File: config.mk
export PLATFORM = sky130hd
export DESIGN_NAME = csh_data_seq_flat
export DESIGN_NICKNAME = d
export VERILOG_FILES = /design/src/rtl/csh_data_seq_if.sv /design/src/rtl/csh_data_seq.sv /design/src/flat_wrapper.sv
export SDC_FILE = /design/constraint.sdc
export NUM_CORES = 1
export LEC_CHECK = 0
export CAP_MARGIN = 25
export CORE_ASPECT_RATIO = 2
export CORE_MARGIN = 2
export CORE_UTILIZATION = 30
export CTS_BUF_LIST = sky130_fd_sc_hd__clkbuf_4 sky130_fd_sc_hd__clkbuf_8
export CTS_CLUSTER_SIZE = 24
export DETAILED_ROUTE_END_ITERATION = 6
export PLACE_DENSITY = 0.64
export SYNTH_ARGS = -nofsm -noshare
export SYNTH_HDL_FRONTEND = slang
export SYNTH_SLANG_ARGS = --single-unit
File: constraint.sdc
create_clock -name clk -period 1.95 [get_ports clk]
set_input_delay 0.585 -clock clk [delete_from_list [all_inputs] [get_ports clk]]
set_output_delay 0.585 -clock clk [all_outputs]
set_load 0.05 [all_outputs]
File: src/rtl/csh_data_seq_if.sv
// Bus bundle between the cache control logic, the memory refill path and the
// cache data RAMs, as seen by the csh_data_seq sequencer (slave) and its users (master).
interface csh_data_seq_if #(
    parameter int WAYS  = 4,
    parameter int ADR_W = 9
);
    logic                     cpu_req_h;
    logic                     cpu_wr_h;
    logic [$clog2(WAYS)-1:0]  cpu_way;
    logic [ADR_W-1:0]         cpu_adr;
    logic [35:0]              cpu_wdata;
    logic                     cpu_gnt_h;
    logic [35:0]              cpu_rdata;
    logic                     cpu_rdata_vld_h;
    logic                     par_err_h;

    logic                     fill_req_h;
    logic [$clog2(WAYS)-1:0]  fill_way;
    logic [ADR_W-1:0]         fill_adr;
    logic                     mem_data_vld_h;
    logic                     mem_rdy_h;
    logic [35:0]              mem_data;
    logic                     fill_busy_h;
    logic                     fill_done_h;

    logic [ADR_W-1:0]         cache_adr_h;
    logic [WAYS-1:0]          csh_sel_l;
    logic                     csh_en_csh_data_l;
    logic [WAYS-1:0]          cache_wr_l;
    logic [35:0]              mem_to_cache_h;
    logic                     csh_par_bit_in_h;
    logic [35:0]              cache_data_h;
    logic                     csh_par_bit_h;

    modport slave (
        input  cpu_req_h, cpu_wr_h, cpu_way, cpu_adr, cpu_wdata,
        output cpu_gnt_h, cpu_rdata, cpu_rdata_vld_h, par_err_h,
        input  fill_req_h, fill_way, fill_adr, mem_data_vld_h, mem_data,
        output mem_rdy_h, fill_busy_h, fill_done_h,
        output cache_adr_h, csh_sel_l, csh_en_csh_data_l, cache_wr_l,
        output mem_to_cache_h, csh_par_bit_in_h,
        input  cache_data_h, csh_par_bit_h
    );

    modport master (
        output cpu_req_h, cpu_wr_h, cpu_way, cpu_adr, cpu_wdata,
        input  cpu_gnt_h, cpu_rdata, cpu_rdata_vld_h, par_err_h,
        output fill_req_h, fill_way, fill_adr, mem_data_vld_h, mem_data,
        input  mem_rdy_h, fill_busy_h, fill_done_h,
        input  cache_adr_h, csh_sel_l, csh_en_csh_data_l, cache_wr_l,
        input  mem_to_cache_h, csh_par_bit_in_h,
        output cache_data_h, csh_par_bit_h
    );
endinterface

File: src/rtl/csh_data_seq.sv
// Sequencer/arbiter for one cache data slice: shares the RAM address, select,
// output-enable and write-strobe lines between CPU accesses and line refills.
module csh_data_seq #(
    parameter int WAYS     = 4,
    parameter int WPL      = 4,
    parameter int IDX_W    = 7,
    parameter int WR_PULSE = 2
) (
    input  logic          clk,
    input  logic          reset,
    csh_data_seq_if.slave bus
);
    localparam int OFS_W = $clog2(WPL);
    localparam int ADR_W = IDX_W + OFS_W;
    localparam int CNT_W = OFS_W + 1;
    localparam int WAY_W = $clog2(WAYS);
    localparam int STB_W = (WR_PULSE > 1) ? $clog2(WR_PULSE) : 1;
    localparam logic [STB_W-1:0] STB_LAST   = STB_W'(WR_PULSE - 1);
    localparam logic [CNT_W-1:0] FILL_WORDS = CNT_W'(WPL);

    typedef enum logic [2:0] {
        IDLE, RD_ADR, RD_CAP, WR_SET, WR_STB, WR_HLD, FILL_WAIT
    } state_t;

    state_t             state_q, state_d;
    logic [WAY_W-1:0]   op_way_q, op_way_d;
    logic [ADR_W-1:0]   op_adr_q;
    logic [35:0]        op_wdata_q;
    logic               op_par_q;
    logic               op_fill_q;
    logic [WAY_W-1:0]   fill_way_q;
    logic [ADR_W-1:0]   fill_adr_q;
    logic [CNT_W-1:0]   fill_cnt_q;
    logic               fill_busy_q;
    logic               fill_done_q;
    logic [STB_W-1:0]   stb_cnt_q;
    logic [35:0]        rdata_q;
    logic               rdata_vld_q;
    logic               par_err_q;
    logic [WAYS-1:0]    sel_l_q, sel_l_d;
    logic [WAYS-1:0]    wr_l_q, wr_l_d;
    logic               en_l_q, en_l_d;

    logic gnt;
    logic fill_accept;
    logic mem_xfer;
    logic fill_last;

    assign fill_last = op_fill_q && (fill_cnt_q == FILL_WORDS);

    // Next-state and arbitration. A fill parks in FILL_WAIT; the CPU only gets a
    // slot there when no memory word is offered, so grant and transfer never collide.
    always_comb begin
        state_d     = state_q;
        gnt         = 1'b0;
        fill_accept = 1'b0;
        mem_xfer    = 1'b0;
        case (state_q)
            IDLE: begin
                if (bus.fill_req_h) begin
                    fill_accept = 1'b1;
                    state_d     = FILL_WAIT;
                end else if (bus.cpu_req_h) begin
                    gnt     = 1'b1;
                    state_d = bus.cpu_wr_h ? WR_SET : RD_ADR;
                end
            end
            RD_ADR:  state_d = RD_CAP;
            RD_CAP:  state_d = fill_busy_q ? FILL_WAIT : IDLE;
            WR_SET:  state_d = WR_STB;
            WR_STB:  if (stb_cnt_q == STB_LAST) state_d = WR_HLD;
            WR_HLD:  state_d = (fill_busy_q && !fill_last) ? FILL_WAIT : IDLE;
            FILL_WAIT: begin
                if (bus.mem_data_vld_h) begin
                    mem_xfer = 1'b1;
                    state_d  = WR_SET;
                end else if (bus.cpu_req_h) begin
                    gnt     = 1'b1;
                    state_d = bus.cpu_wr_h ? WR_SET : RD_ADR;
                end
            end
            default: state_d = IDLE;
        endcase
        if (reset) begin
            state_d     = IDLE;
            gnt         = 1'b0;
            fill_accept = 1'b0;
            mem_xfer    = 1'b0;
        end
    end

    // RAM control lines are decoded from the next state so they leave a flop cleanly.
    always_comb begin
        op_way_d = gnt ? bus.cpu_way : (mem_xfer ? fill_way_q : op_way_q);
        sel_l_d  = '1;
        wr_l_d   = '1;
        en_l_d   = 1'b1;
        case (state_d)
            RD_ADR, RD_CAP: begin
                sel_l_d[op_way_d] = 1'b0;
                en_l_d            = 1'b0;
            end
            WR_SET, WR_HLD: sel_l_d[op_way_d] = 1'b0;
            WR_STB: begin
                sel_l_d[op_way_d] = 1'b0;
                wr_l_d[op_way_d]  = 1'b0;
            end
            default: ;
        endcase
    end

    always_ff @(posedge clk) begin
        if (reset) begin
            state_q     <= IDLE;
            op_way_q    <= '0;
            op_adr_q    <= '0;
            op_wdata_q  <= '0;
            op_par_q    <= 1'b0;
            op_fill_q   <= 1'b0;
            fill_way_q  <= '0;
            fill_adr_q  <= '0;
            fill_cnt_q  <= '0;
            fill_busy_q <= 1'b0;
            fill_done_q <= 1'b0;
            stb_cnt_q   <= '0;
            rdata_q     <= '0;
            rdata_vld_q <= 1'b0;
            par_err_q   <= 1'b0;
            sel_l_q     <= '1;
            wr_l_q      <= '1;
            en_l_q      <= 1'b1;
        end else begin
            state_q     <= state_d;
            op_way_q    <= op_way_d;
            sel_l_q     <= sel_l_d;
            wr_l_q      <= wr_l_d;
            en_l_q      <= en_l_d;
            fill_done_q <= 1'b0;
            rdata_vld_q <= 1'b0;
            par_err_q   <= 1'b0;

            if (fill_accept) begin
                fill_way_q  <= bus.fill_way;
                fill_adr_q  <= bus.fill_adr;
                fill_cnt_q  <= '0;
                fill_busy_q <= 1'b1;
            end

            if (gnt) begin
                op_adr_q  <= bus.cpu_adr;
                op_fill_q <= 1'b0;
                if (bus.cpu_wr_h) begin
                    op_wdata_q <= bus.cpu_wdata;
                    op_par_q   <= ~^bus.cpu_wdata;
                end
            end

            // Critical word first: only the word offset wraps, the line index stays.
            if (mem_xfer) begin
                op_adr_q               <= fill_adr_q;
                op_wdata_q             <= bus.mem_data;
                op_par_q               <= ~^bus.mem_data;
                op_fill_q              <= 1'b1;
                fill_adr_q[OFS_W-1:0]  <= fill_adr_q[OFS_W-1:0] + OFS_W'(1);
                fill_cnt_q             <= fill_cnt_q + CNT_W'(1);
            end

            if (state_q == WR_SET) begin
                stb_cnt_q <= '0;
            end else if (state_q == WR_STB) begin
                stb_cnt_q <= stb_cnt_q + STB_W'(1);
            end

            if (state_q == RD_CAP) begin
                rdata_q     <= bus.cache_data_h;
                rdata_vld_q <= 1'b1;
                par_err_q   <= ~(^bus.cache_data_h ^ bus.csh_par_bit_h);
            end

            if ((state_q == WR_HLD) && fill_last) begin
                fill_busy_q <= 1'b0;
                fill_done_q <= 1'b1;
            end
        end
    end

    assign bus.cpu_gnt_h         = gnt;
    assign bus.cpu_rdata         = rdata_q;
    assign bus.cpu_rdata_vld_h   = rdata_vld_q;
    assign bus.par_err_h         = par_err_q;
    assign bus.mem_rdy_h         = (state_q == FILL_WAIT) && !reset;
    assign bus.fill_busy_h       = fill_busy_q;
    assign bus.fill_done_h       = fill_done_q;
    assign bus.cache_adr_h       = op_adr_q;
    assign bus.csh_sel_l         = sel_l_q;
    assign bus.csh_en_csh_data_l = en_l_q;
    assign bus.cache_wr_l        = wr_l_q;
    assign bus.mem_to_cache_h    = op_wdata_q;
    assign bus.csh_par_bit_in_h  = op_par_q;
endmodule

File: src/flat_wrapper.sv
// flat-port wrapper written by rule: the top's interface ports become plain ports
module csh_data_seq_flat 
#(
    parameter int WAYS     = 4,
    parameter int WPL      = 4,
    parameter int IDX_W    = 7,
    parameter int WR_PULSE = 2
)
  (clk, reset, bus_cpu_req_h, bus_cpu_wr_h, bus_cpu_way, bus_cpu_adr, bus_cpu_wdata, bus_cpu_gnt_h, bus_cpu_rdata, bus_cpu_rdata_vld_h, bus_par_err_h, bus_fill_req_h, bus_fill_way, bus_fill_adr, bus_mem_data_vld_h, bus_mem_data, bus_mem_rdy_h, bus_fill_busy_h, bus_fill_done_h, bus_cache_adr_h, bus_csh_sel_l, bus_csh_en_csh_data_l, bus_cache_wr_l, bus_mem_to_cache_h, bus_csh_par_bit_in_h, bus_cache_data_h, bus_csh_par_bit_h);
  csh_data_seq_if #(.WAYS(WAYS), .ADR_W(9)) bus_i ();
  input  logic clk;
  input  logic reset;
  input wire logic [$bits(bus_i.cpu_req_h)-1:0] bus_cpu_req_h;
  input wire logic [$bits(bus_i.cpu_wr_h)-1:0] bus_cpu_wr_h;
  input wire logic [$bits(bus_i.cpu_way)-1:0] bus_cpu_way;
  input wire logic [$bits(bus_i.cpu_adr)-1:0] bus_cpu_adr;
  input wire logic [$bits(bus_i.cpu_wdata)-1:0] bus_cpu_wdata;
  output wire logic [$bits(bus_i.cpu_gnt_h)-1:0] bus_cpu_gnt_h;
  output wire logic [$bits(bus_i.cpu_rdata)-1:0] bus_cpu_rdata;
  output wire logic [$bits(bus_i.cpu_rdata_vld_h)-1:0] bus_cpu_rdata_vld_h;
  output wire logic [$bits(bus_i.par_err_h)-1:0] bus_par_err_h;
  input wire logic [$bits(bus_i.fill_req_h)-1:0] bus_fill_req_h;
  input wire logic [$bits(bus_i.fill_way)-1:0] bus_fill_way;
  input wire logic [$bits(bus_i.fill_adr)-1:0] bus_fill_adr;
  input wire logic [$bits(bus_i.mem_data_vld_h)-1:0] bus_mem_data_vld_h;
  input wire logic [$bits(bus_i.mem_data)-1:0] bus_mem_data;
  output wire logic [$bits(bus_i.mem_rdy_h)-1:0] bus_mem_rdy_h;
  output wire logic [$bits(bus_i.fill_busy_h)-1:0] bus_fill_busy_h;
  output wire logic [$bits(bus_i.fill_done_h)-1:0] bus_fill_done_h;
  output wire logic [$bits(bus_i.cache_adr_h)-1:0] bus_cache_adr_h;
  output wire logic [$bits(bus_i.csh_sel_l)-1:0] bus_csh_sel_l;
  output wire logic [$bits(bus_i.csh_en_csh_data_l)-1:0] bus_csh_en_csh_data_l;
  output wire logic [$bits(bus_i.cache_wr_l)-1:0] bus_cache_wr_l;
  output wire logic [$bits(bus_i.mem_to_cache_h)-1:0] bus_mem_to_cache_h;
  output wire logic [$bits(bus_i.csh_par_bit_in_h)-1:0] bus_csh_par_bit_in_h;
  input wire logic [$bits(bus_i.cache_data_h)-1:0] bus_cache_data_h;
  input wire logic [$bits(bus_i.csh_par_bit_h)-1:0] bus_csh_par_bit_h;
  assign bus_i.cpu_req_h = bus_cpu_req_h;
  assign bus_i.cpu_wr_h = bus_cpu_wr_h;
  assign bus_i.cpu_way = bus_cpu_way;
  assign bus_i.cpu_adr = bus_cpu_adr;
  assign bus_i.cpu_wdata = bus_cpu_wdata;
  assign bus_cpu_gnt_h = bus_i.cpu_gnt_h;
  assign bus_cpu_rdata = bus_i.cpu_rdata;
  assign bus_cpu_rdata_vld_h = bus_i.cpu_rdata_vld_h;
  assign bus_par_err_h = bus_i.par_err_h;
  assign bus_i.fill_req_h = bus_fill_req_h;
  assign bus_i.fill_way = bus_fill_way;
  assign bus_i.fill_adr = bus_fill_adr;
  assign bus_i.mem_data_vld_h = bus_mem_data_vld_h;
  assign bus_i.mem_data = bus_mem_data;
  assign bus_mem_rdy_h = bus_i.mem_rdy_h;
  assign bus_fill_busy_h = bus_i.fill_busy_h;
  assign bus_fill_done_h = bus_i.fill_done_h;
  assign bus_cache_adr_h = bus_i.cache_adr_h;
  assign bus_csh_sel_l = bus_i.csh_sel_l;
  assign bus_csh_en_csh_data_l = bus_i.csh_en_csh_data_l;
  assign bus_cache_wr_l = bus_i.cache_wr_l;
  assign bus_mem_to_cache_h = bus_i.mem_to_cache_h;
  assign bus_csh_par_bit_in_h = bus_i.csh_par_bit_in_h;
  assign bus_i.cache_data_h = bus_cache_data_h;
  assign bus_i.csh_par_bit_h = bus_csh_par_bit_h;
  csh_data_seq #(.WAYS(WAYS), .WPL(WPL), .IDX_W(IDX_W), .WR_PULSE(WR_PULSE)) u_core (.clk(clk), .reset(reset), .bus(bus_i));
endmodule
# Yosys cells after proc, flatten, opt, wreduce, memory -nomap -nowiden
# Cells that the tools add are included.
# word_totals
inputBits,137
output_inout_bits,97
elab_cells,105
regBits,116
# op_classes
add_sub_neg,3
n_reduce_logical,22
muxes,41
bitwise_logic,6
eq_ne,12
magnitude_cmp,2
# op_table
op,count
two-way mux 36 bit,3
XNOR reduction 36 bit,2
XOR reduction 36 bit,1
two-way mux 3 bit,9
one-hot mux 3 bit (7 select lines),1
two-way mux 1 bit,19
equality test 3 bit (second input constant),6
two-way mux 9 bit,2
equality test 3 x 2 -> 1 bit (second input constant),4
OR reduction 2 bit,6
two-way mux 2 bit,5
equality test 3 x 1 -> 1 bit (second input constant),2
nonzero test 2 bit,3
logical AND 1 bit,5
OR reduction 5 bit,1
inverter 1 bit,4
inverter 4 bit,1
adder 3 x 1 -> 3 bit (second input constant),1
zero test 3 bit,1
less-than comparator 2 x 3 -> 1 bit (second input constant),1
adder 2 x 1 -> 2 bit (second input constant),1
demux 1 bit (select 2 bit),1
greater-or-equal comparator 2 x 1 -> 1 bit (second input constant),1
zero test 1 bit,2
4 further kinds,4

# Longest topological paths before layout
# Gate-level depths: netlist of run 1.
# depth
depth_word,11
ltp_mapped,8

# Worst setup path after synthesis of run 1
# OpenSTA, ideal clock, no wires.
# synth_timing
kind,input to output
startpoint,input reset
endpoint,output bus_mem_rdy_h
setup_slack_ns,-0.708
t_arrival_ns,2.073
cell_stages,3
n_path_buf,2
path_cell_list,clkbuf_1 > clkbuf_1 > nor3_1
# synth_via
elab_chain_len,2
# synth_lines
element,line,text
from (decl),flat_wrapper.sv:12,input logic reset;
zero test 1 bit,csh_data_seq.sv:191,assign bus.mem_rdy_h = (state_q == FILL_WAIT) && !reset;
logical AND 1 bit,csh_data_seq.sv:191,
to (decl),flat_wrapper.sv:27,output wire logic [$bits(bus_i.mem_rdy_h)-1:0] bus_mem_rdy_h;
# No other way between the ends.

# Worst setup path in the final report of run 1
# layout_timing
startpoint,register u_core.state_q[1]
endpoint,output bus_cpu_gnt_h
# layout_via
elab_chain_len,3
elab_cells_between_ends,4
cone_classes,1 x eq/ne; 2 x mux; 1 x reduce/logical
# layout_lines
element,line,text
from (decl),csh_data_seq.sv:25,"state_t state_q, state_d;"
from (signal assigned),csh_data_seq.sv:133,state_q <= state_d;
equality test 3 bit or zero test 3 bit (tied branches),csh_data_seq.sv:58,case (state_q)
one-hot mux 1 bit (2 select lines) *,csh_data_seq.sv:58,
two-way mux 1 bit *,csh_data_seq.sv:84,if (reset) begin
to (decl),flat_wrapper.sv:18,output wire logic [$bits(bus_i.cpu_gnt_h)-1:0] bus_cpu_gnt_h;
# Mark *: on every way between the ends. The rest lies on a longest branch, timed or not.

==> results.toml, run 1 <==
[status]
outcome = "complete, but fails checks"
violations = "negative setup slack"

[sta]
finalSetupViolations = 8
drv_slew = 0
clock-skew-final_ns = 0.0103
fin_ws_ns = -0.105
min_period_ns = 2.06
tightest_slew_ns = 0.700
fin_crit_sh_pct = 105
maxSlewHeadroom_pct = 53.4
max_freq_ghz = 0.487
rsz0062_at_grt = "true"
hold_violations = 0

[route]
wl_per_cell_um = 16.1
dr.pass1.iters = 4
via_per_inst = 4.71
via_count = 5316
wirelength_um = 18100
route.detailed.drc = 0
ant_nets = 0
drt_iter0_markers = 89

[worst_setup_path]
cp-end-kind = "output pin"
worstReg2RegStart = "u_core.state_q[1]"
worstPathRequired_ns = 1.36
rrSetupSlack_ns = -0.04
crit_cells = 5
r2r_cells = 8
setup.worst_path.start = "u_core.state_q[1]"
critPathBufInv = 2
cp.arrival_ns = 1.47
crit_family = "flip-flops"
cp_slowest_cell = "dfxtp_4"
cp_common_cell = "buf_6"
critPathKind = "flip-flop to output pin"
startpoint_type = "flip-flop"
cp_slowest_stage_delay_ns = 0.36
crit_path_max_fanout = 5
worstPathCellList = "buf_6 -> nor3_4 -> o21ai_2 -> nor2_4 -> buf_6"
reg2reg_to = "u_core.bus.csh_sel_l[1]"

[job]
cap_violations = 0

[synth]
synth_top_cell_area_share_pct = 41.6
ys_warn_count = 0
seq_area_frac_synth_pct = 41.6
yosysTopAreaCell = "dfxtp_1"
netlist_top_cells_area = "dfxtp_1 (42%), xnor2_1 (13%), mux2i_1 (8.4%)"
synth_fp_nets = 768
synth_edf_count = 0
async_flop_share_pct = 0
synth.most_common_cell = "dfxtp_1"
ys.flop_type = "dfxtp_1"
ys_ff_latch = 116
avgSynthCellArea_sq_um = 8.87
syn_inst = 629
yosys-top-cells-count = "dfxtp_1 (116), nand2_1 (103), xnor2_1 (85)"
synth_cell_types = 46
synthesis.area_sq_mm = 0.00558

[floorplan]
dieArea_sq_mm = 0.0198
initial_utilization_pct = 30.5
io_pins = 234
fp.coreArea_sq_mm = 0.0183
die_w_um = 100
rows = 70
die_y_um = 197

[placed_design]
post-place-ws_ns = -0.855
dp.cells = 1093
place_congestion = 0.814
port-buffer-count = 233
postPlaceCellArea_sq_mm = 0.00830
dp_hpwl_um = 13400

[power]
comb_power_share_pct = 40.7
p_leak_uw = 0.00394
seq_power_share_pct = 33.1
p_per_area_mw_per_mm2 = 916
p_switching_uw = 3060
intPower_uw = 5320
pwr-share-clk_pct = 26.2
swShare_pct = 36.5
vdd_drop_max_v = 0.000570

[grt]
grt_pass1_wl_um = 28300
track_usage_pct = 18.6
grt_antenna_before_repair = 1
first_global_vias = 5630
overflow = 0
grt_max_degree = 62

[clocking]
clk_pin_slew_ns = 0.07
cts_sinks = 116
htreeDepth = 4
cts_buffers = 17
cts_tree = "yes"
cts_buffer_depth = 2
clockRootBuffer = "clkbuf_8"
clk_latency_ns = 0.43

[finish]
stdcell_count = 1129
fin_area_sq_mm = 0.00914
utilization_pct = 49.9
fin_nets = 1038
syn_to_final_growth_pct = 63.8
drive_gt1_share_pct = 30.6

[min_path]
hp-class = "primary input to flip-flop"
hp-start = "bus_cache_data_h[10]"
whs_endpoint = "u_core.bus.cpu_rdata[10]"
min_path_cells = 3
[layer usage]
layer	wire length [um]	vias to the layer above	global-route usage, %
met1	6290	2447	17.8
met3	1050	25	4.57
met4	491	0	8.42
met5	0	-	0
li1	-	2668	-
met2	10300	176	35.9
[metrics by stage]
step | setup TNS, ns | power (uW) | hold WS [ns]
2_1_floorplan | -0.0412 | 4850 | 0.436
3_3_place_gp | -26.39 | 6060 | 0.442
3_5_place_dp | -27.14 | 6080 | 0.448
4_1_cts | -0.409 | 8430 | 0.438
5_1_grt | -0.935 | 8820 | 0.427
6_report | -0.302 | 8380 | 0.451
[worst max-delay path by stage]
stage                                              to  slack (ns)
after detailed placement  u_core.bus.csh_par_bit_in_h       -0.85
after CTS                               bus_cpu_gnt_h       -0.24
after floorplan           u_core.bus.csh_par_bit_in_h       -0.03
after global routing                    bus_cpu_gnt_h       -0.20
after global placement    u_core.bus.csh_par_bit_in_h       -0.77
final                                   bus_cpu_gnt_h       -0.11
[registers in the layout, summed over array words and instances, names as in the netlist]
signal,flops
u_core.bus.cpu_rdata_vld_h,1
u_core.bus.mem_to_cache_h,36
u_core.bus.cache_wr_l,4
u_core.op_way_q,2
u_core.bus.cache_adr_h,9
u_core.fill_way_q,2
u_core.state_q,3
u_core.bus.fill_busy_h,1
u_core.stb_cnt_q,1
u_core.fill_cnt_q,3
u_core.bus.csh_par_bit_in_h,1
u_core.bus.par_err_h,1
u_core.bus.fill_done_h,1
u_core.op_fill_q,1
u_core.bus.csh_en_csh_data_l,1
u_core.fill_adr_q,9
u_core.bus.csh_sel_l,4
u_core.bus.cpu_rdata,36
[worst register-to-register path, cell delays in order, from the launching register on]
cell      delay (ns)
dfxtp_4         0.37
buf_4           0.11
mux2_2          0.32
a32o_2          0.24
a221o_1         0.34
buf_6           0.15
a211oi_2        0.16
buf_4           0.15
nand2_1         0.05
[cell families after synthesis]
logic type / synth area share, %
AND/OR/NAND/NOR: 15.2
XOR/XNOR: 17.0
buffers and inverters: 3.57
AO/OA/AOI/OAI: 13.5
flip-flops: 41.6
multiplexers: 8.63
adder cells (fa/ha/maj): 0.448
[power groups by stage]
| stage | logic, uW | clock network, uW | registers, uW |
|---|---|---|---|
| 6_report | 3410 | 2200 | 2770 |
| 5_1_grt | 3640 | 2370 | 2800 |
| 4_1_cts | 3360 | 2300 | 2770 |
| 3_5_place_dp | 3260 | 0 | 2820 |
| 3_3_place_gp | 3250 | 0 | 2810 |
| 2_1_floorplan | 1370 | 0 | 3480 |
[cells in the final DEF, fill, tap and decap left out, drive strengths merged, types with 23 or more instances in the layout]
cell	instances
clkdlybuf4s50	55
clkdlybuf4s15	23
dlygate4sd2	30
mux2i	47
xnor2	85
a211oi	46
dfxtp	116
nand2	103
a21oi	52
nor2	62
buf	159
[cell type report]
type                    count  area [sq um]
clock buffers              18           248
well taps                 216           270
fillers                  1743          9160
inverters                   5          18.8
multi-input cells         467          3530
diodes                      1          2.50
repair buffers            292          2600
clock inverters            14           138
flip-flops and latches    116          2330
[what timing repair did]
item	CTS	global route
pin swaps	53	42
setup buffers	4	1
hold buffers	0	0
endpoints found under the setup margin	14	15
resized for setup	132	64
(Power assumes the default switching activity.)
==> run 2, diff against run 1 <==
Settings changed: CORE_ASPECT_RATIO 2 to 0.7, PLACE_DENSITY 0.64 to 0.62.
Clock period 1.95 ns to 2.4 ns, I/O delays scaled along.
==> results.toml, run 2 (synthesis results as in run 1) <==
[status]
outcome = "finished clean"

[finish]
syn_to_final_growth_pct = 61.1
fin_area_sq_mm = 0.00899
mostFrequentLayoutCell = "clkdlybuf4s50_1"
layout_common_cells = "clkdlybuf4s50_1 (217), dfxtp_1 (114), nand2_1 (103)"
fin_nets = 1033
drive_gt1_share_pct = 12.1
antenna_cells = 0
stdcell_count = 1143

[job]
cap_violations = 0

[route]
route.detailed.drc = 0
ant_nets = 0
dr.pass1.iters = 5
drt_iter0_markers = 238
via_count = 5176
wirelength_um = 17300
wl_per_cell_um = 15.1
via_per_inst = 4.53

[clocking]
cts_buffer_depth = 2
cts_sinks = 116
clk_latency_ns = 0.45
clk_pin_slew_ns = 0.07
clockRootBuffer = "clkbuf_8"
cts_tree = "yes"
ctsHoldBuffers = 0
htreeDepth = 4
cts_buffers = 17

[power]
p_leak_uw = 0.00344
vdd_drop_max_v = 0.000352
power_uw = 6860
p_per_area_mw_per_mm2 = 763

[sta]
drv_slew = 0
maxSlewHeadroom_pct = 57.0
fin_ws_ns = 0.00572
clock-skew-final_ns = 0.0148
min_period_ns = 2.39
tightest_slew_ns = 0.645
max_freq_ghz = 0.418
hold_violations = 0
rsz0062_at_grt = "true"
finalSetupViolations = 0
tns_ns = 0
fin_crit_sh_pct = 99.8

[placed_design]
postPlaceCellArea_sq_mm = 0.00849
post-place-ws_ns = -0.480
dp_hpwl_um = 12700
dp.cells = 1110
port-buffer-count = 233
place_congestion = 0.788

[worst_setup_path]
crit_family = "XOR/XNOR gates"
cp-end-kind = "flip-flop"
worstPathCellList = "clkdlybuf4s50_1 -> xnor2_2 -> buf_4 -> xnor2_2 -> xnor2_1 -> xnor3_2 -> xnor2_1 -> a2111oi_2"
cp_slowest_cell = "clkdlybuf4s50_1"
worstPathRequired_ns = 2.74
crit_path_max_fanout = 2
cp_slowest_stage_delay_ns = 0.47
startpoint_type = "primary input"
critPathKind = "primary input to flip-flop"
critPathBufInv = 2
cp.arrival_ns = 2.74

[floorplan]
fp.coreArea_sq_mm = 0.0181
initial_utilization_pct = 30.8
rows = 41
die_w_um = 167
io_pins = 234
die_y_um = 118
dieArea_sq_mm = 0.0197

[min_path]
hp-class = "flip-flop to flip-flop"

[grt]
track_usage_pct = 17.6
grt_max_degree = 56
overflow = 0
grt_pass1_wl_um = 27500
grt_antenna_before_repair = 0
first_global_vias = 5078
==> run 2: per-layer routing <==
layer / GRT usage, % / up-vias / wire (um)
met5: 0 / - / 0
met4: 5.66 / 0 / 251
met3: 6.96 / 20 / 1340
met2: 25.8 / 149 / 7460
met1: 23.6 / 2349 / 8230
li1: - / 2658 / -
==> run 2: timing repair <==
action                                 in CTS  in global routing
setup endpoints to repair                   1                 13
resized for setup                           6                 14
pin swaps                                   1                  1
endpoints found under the hold margin       0                  0
buffers inserted                            1                  0
==> run 2: worst paths after layout <==
check / slack [ns] / depth (start not counted) / end / from
min: 0.45 / 2 / u_core.bus.cpu_rdata[8] / u_core.bus.cpu_rdata[8]
max reg2reg: 0.37 / 9 / u_core.bus.mem_to_cache_h[16] / u_core.state_q[1]
min reg2reg: 0.45 / 2 / u_core.bus.cpu_rdata[8] / u_core.bus.cpu_rdata[8]
max: 0.006 / 8 / u_core.bus.csh_par_bit_in_h / bus_cpu_wdata[34]
==> run 2: area by class of cell <==
class / count / area, sq um
Fill cell: 1713 / 9120
Multi-Input combinational cell: 467 / 3100
Timing Repair Buffer: 287 / 2810
Sequential cell: 116 / 2320
Tap cell: 236 / 295
Clock buffer: 19 / 262
Clock inverter: 13 / 180
Inverter: 5 / 18.8
==> run 2: power breakdown <==
group | internal, uW | leakage (uW) | switching [uW]
clock network | 1180 | 0.000218 | 869
logic | 1170 | 0.00228 | 1400
registers | 2130 | 0.000945 | 111
total | 4480 | 0.00344 | 2380
==> run 2: worst min-delay path, stage by stage, from the launching register on <==
cell and delay (ns):
dfxtp_1 0.31, nand2_1 0.05, a21oi_1 0.05
==> run 2: per-stage QoR <==
step / hold WS [ns] / util (%)
2_1_floorplan: 0.436 / -
3_3_place_gp: 0.441 / 46.9
4_1_cts: 0.456 / 49.4
6_report: 0.454 / 49.6
5_1_grt: 0.470 / 49.6
3_5_place_dp: 0.446 / 46.9
==> run 3, diff against run 2 <==
Settings changed: CTS_CLUSTER_DIAMETER set to 150.
==> results of run 3 <==
The final DEF is identical to that of run 2; final timing and power are the same.
